## config.mk

```make
export PLATFORM = sky130hd
export DESIGN_NAME = serial_deserializer
export DESIGN_NICKNAME = d
export VERILOG_FILES = /design/src/rtl/serial_deserializer.sv
export SDC_FILE = /design/constraint.sdc
export NUM_CORES = 1
export LEC_CHECK = 0
export CORE_MARGIN = 1
export CORE_UTILIZATION = 30
export CTS_CLUSTER_DIAMETER = 50
export CTS_CLUSTER_SIZE = 28
export DETAILED_ROUTE_END_ITERATION = 6
export PLACE_DENSITY = 0.52
export SYNTH_ARGS = -nofsm -noshare
export SYNTH_HDL_FRONTEND = slang
export SYNTH_SLANG_ARGS = --single-unit
```

## constraint.sdc

```tcl
create_clock -name clk -period 2.1 [get_ports clk]
set_input_delay 0.21 -clock clk [delete_from_list [all_inputs] [get_ports clk]]
set_output_delay 0.21 -clock clk [all_outputs]
set_load 0.02 [all_outputs]
```

## src/rtl/serial_deserializer.sv

```systemverilog
// Serial-to-parallel word assembler with start framing,
// selectable bit order and a one-word output holding register.
module serial_deserializer #(
  parameter int WIDTH = 4
) (
  input  logic             clk,
  input  logic             reset,
  input  logic             ser_in,
  input  logic             ser_valid,
  input  logic             ser_start,
  input  logic             ser_dir,
  output logic [WIDTH-1:0] par_out,
  output logic             par_valid,
  input  logic             par_ready,
  output logic             frame_err,
  output logic             overrun
);

  localparam int CW = $clog2(WIDTH);

  typedef enum logic {
    IDLE,
    SHIFT
  } state_e;

  state_e           state_q;
  logic [CW-1:0]    cnt_q;
  logic [WIDTH-1:0] shreg_q;
  logic             dir_q;
  logic [WIDTH-1:0] par_out_q;
  logic             par_valid_q;
  logic             frame_err_q;
  logic             overrun_q;

  logic [WIDTH-1:0] shreg_d;
  logic [WIDTH-1:0] first_d;
  logic             last_beat;
  logic             can_load;

  // Next shift-register value for a data beat, and the seed for a start beat.
  always_comb begin
    shreg_d = shreg_q;
    first_d = '0;
    if (dir_q) begin
      shreg_d = {ser_in, shreg_q[WIDTH-1:1]};
    end else begin
      shreg_d = {shreg_q[WIDTH-2:0], ser_in};
    end
    if (ser_dir) begin
      first_d[WIDTH-1] = ser_in;
    end else begin
      first_d[0] = ser_in;
    end
  end

  assign last_beat = (cnt_q == CW'(WIDTH - 1));
  assign can_load  = !par_valid_q || par_ready;

  // Framing FSM, shift register and output holding register.
  always_ff @(posedge clk) begin
    if (reset) begin
      state_q     <= IDLE;
      cnt_q       <= '0;
      shreg_q     <= '0;
      dir_q       <= 1'b0;
      par_out_q   <= '0;
      par_valid_q <= 1'b0;
      frame_err_q <= 1'b0;
      overrun_q   <= 1'b0;
    end else begin
      frame_err_q <= 1'b0;
      if (par_valid_q && par_ready) begin
        par_valid_q <= 1'b0;
      end
      if (ser_valid) begin
        if (ser_start) begin
          frame_err_q <= (state_q == SHIFT);
          shreg_q     <= first_d;
          dir_q       <= ser_dir;
          cnt_q       <= CW'(1);
          state_q     <= SHIFT;
        end else if (state_q == SHIFT) begin
          shreg_q <= shreg_d;
          if (last_beat) begin
            state_q <= IDLE;
            cnt_q   <= '0;
            if (can_load) begin
              par_out_q   <= shreg_d;
              par_valid_q <= 1'b1;
            end else begin
              overrun_q <= 1'b1;
            end
          end else begin
            cnt_q <= cnt_q + CW'(1);
          end
        end
      end
    end
  end

  assign par_out   = par_out_q;
  assign par_valid = par_valid_q;
  assign frame_err = frame_err_q;
  assign overrun   = overrun_q;

endmodule

```

==> results.md <==
* Run status: completed
* Mapped Cells at about 70
* Hold path start: cnt_q[0]
* GRT Total Usage at 12.1%
* Crit-path slowest cell: clkdlybuf4s50_1
* Clock root buffer: clkbuf_4
* Vias in the first global route at 498
* Commonest cells after routing, fill and taps aside: 15 x dfxtp_1, 13 x clkdlybuf4s50_1, 7 x a21oi_1, 7 x nand2_1, 6 x nor2_1
* Final wirelength at around 1300 µm
* Slew Viols, Final at 0
* WHS Endpoint: cnt_q[0]
* Synth warnings at 0
* Nets at between 90 and 100
* Sequential Area at ~300 µm²
* Number of synthesized register bits at 15
* Switching Fraction at a little under a quarter
* Maximum capacitance violations at 0
* Dpl ws at 0.564 ns
* DP HPWL at about 990 µm
* ANT nets after route at 0
* Top Family by Delay on Critical Path: buffers and inverters
* Element type at the critical path end: primary output
* Area of the mapped netlist at between 600 and 700 µm²
* Main flop type after synthesis: dfxtp_1
* Cell Rows at 16
* Routed length per instance at ~12 µm
* Number of flops mapped to enable cells by yosys at 0
* CTS tree: yes
* Area of the multi-input gates at between 300 and 400 µm²
* Worst-Margin Slew at between 0.5 and 0.6 ns
* Hold Path Class: reg -> reg
* Yosys cell types at 26
* Cts hold-fix bufs at 0
* Drt initial violations at 12
* Die area at roughly 2400 µm²
* Final worst setup slack at approximately 0.66 ns
* Clk_lat worst skew at about 0.28 ns
* Crit start category: flop
* Initial Utilization at about a third
* Async SR Flop Fraction at 0%
* Peak VDD IR at roughly 0.00033 V
* Drt first pass iters at 4
* Postcts setup bufs at 0
* Mapped Nets at 80
* Worst slew margin at around 62%
* Number of CTS-inserted buffers at 3
* Combinational fraction of design power at under 10%
* Hold Path Cell Cnt at 2
* Initial antenna violation count at 0
* Clock transition at path regs at 0.09 ns
* P_sw at 0.122 mW
* FF-to-FF setup slack at around 0.74 ns
* Final Critical Period at 1.44 ns
* Reg-to-Reg End: par_out[3]
* Pin count of the biggest net entering global routing at 16
* Residual DRC at 0
* GPL Wtd Cong at 0.745
* CTS sink count at 15
* Setup TNS at 0 ns
* RSZ-0062 raised after global routing: no
* Filler cell count at approximately 220
* Crit-path max cell delay at 0.61 ns
* Leakage at 0.293 nW
* Core area at between 2000 and 2500 µm²
* I/O Pins at 14
* Internal power at slightly below 0.4 mW
* Layout Skew at 0.00510 ns
* Clock Path Buffers at 2
* Buf/Inv on CP at 1
* FF-to-FF path depth at 4
* # diodes at 0
* Commonest non-fill, non-tap cell in the layout: dfxtp_1
* Fmax at around 0.69 GHz
* Post-Syn Area per Cell at 9.33 µm²
* Critical Path AT at about 1.2 ns
* Reg2Reg Launch Point: cnt_q[0]
* First-pass GRT wire length at around 2300 µm
* Final period utilization at between 60% and 70%
* IO buf count at 13
* Share of cells above drive strength 1 at 14.0%
* Critical path fanouts, max at 2
* DR vias/cell at slightly below 5
* Sequential fraction of the synthesis area at between 40 and 50%
* Final setup viols at 0
* Die X at just under 50 µm
* # resized after CTS at 0
* PwrDens at 610 nW/µm²
* Via count at 551
* Global route total overflow at 0
* Layout area overhead at 25.3%
* Worst EP required at between 1.5 and 2 ns
* CP cell instances: clkdlybuf4s50_1
* Die H at 49.3 µm
* Final Hold Viols at 0
* Critical path type: reg -> out
* Power share of the clock group at between 30 and 40%
* H-tree depth at 1
* Sequential Power Share at approximately 58%
## power groups by stage
stage	combinational (mW)	clock [mW]	sequential (mW)
4_1_cts	0.0512	0.172	0.298
3_3_place_gp	0.0509	0	0.305
6_report	0.0510	0.164	0.298
3_5_place_dp	0.0508	0	0.305
5_1_grt	0.0564	0.186	0.300
2_1_floorplan	0.0314	0	0.302
## layer usage
metal	GRT usage [%]	up-vias	routed length, µm
met4	2.94	0	14
met2	19.2	9	570
li1	-	293	-
met3	4.67	2	55
met1	15.3	247	673
met5	0	-	0
## flip-flops by register name (all words and copies together), names as in the netlist
name       count
overrun        1
state_q        1
par_valid      1
par_out        4
shreg_q        4
cnt_q          2
frame_err      1
dir_q          1
## synthesized netlist by cell type (2+ instances only)
| cell | count | area share, % |
|---|---|---|
| dfxtp_1 | 15 | 45 |
| a21oi_1 | 7 | 5.2 |
| nand2_1 | 7 | 3.9 |
| nor2_1 | 6 | 3.4 |
| nor3_1 | 5 | 3.7 |
| a22oi_1 | 3 | 3.4 |
| a311oi_1 | 3 | 3.9 |
| a21oi_2 | 2 | 2.6 |
| buf_4 | 2 | 2.2 |
| mux2_2 | 2 | 3.4 |
| mux2i_1 | 2 | 3.0 |
| nand3_1 | 2 | 1.5 |
| nor3b_1 | 2 | 2.2 |
| o21ai_0 | 2 | 1.5 |
## worst max path at each step
stage | start | endpoint | slack [ns] | cells past startpoint
3_3_place_gp | ser_valid | par_out[2] | 0.60 | 5
4_1_cts | par_out[0] | par_out[0] | 0.64 | 1
3_5_place_dp | ser_start | par_out[3] | 0.56 | 4
6_report | par_out[0] | par_out[0] | 0.66 | 1
5_1_grt | par_out[3] | par_out[3] | 0.59 | 1
2_1_floorplan | cnt_q[0] | par_out[0] | 0.92 | 5
## stage by stage
stage	std cells	total power, mW	util [%]	area [µm²]	hold WS (ns)
after floorplan	72	0.334	-	672	0.282
after global placement	109	0.356	40.0	816	0.468
after detailed placement	109	0.356	40.0	816	0.473
after CTS	113	0.521	41.2	842	0.485
after global routing	113	0.543	41.2	842	0.512
final	113	0.514	41.2	842	0.479
## final cells by class
type | count | share of cell area [%]
clock buffers | 4 | 3.12
flip-flops and latches | 15 | 35.7
multi-input cells | 52 | 40.0
repair buffers | 15 | 17.2
well taps | 27 | 4.01
## logic make-up after synthesis
family / Yosys count / share of synthesized area, %
simple gates: 28 / 22.5
compound gates: 19 / 19.4
flops: 15 / 44.7
buf+inv: 5 / 5.21
mux: 4 / 6.33
fa+ha+maj: 1 / 1.86
Power figures use the tool's default switching activity.
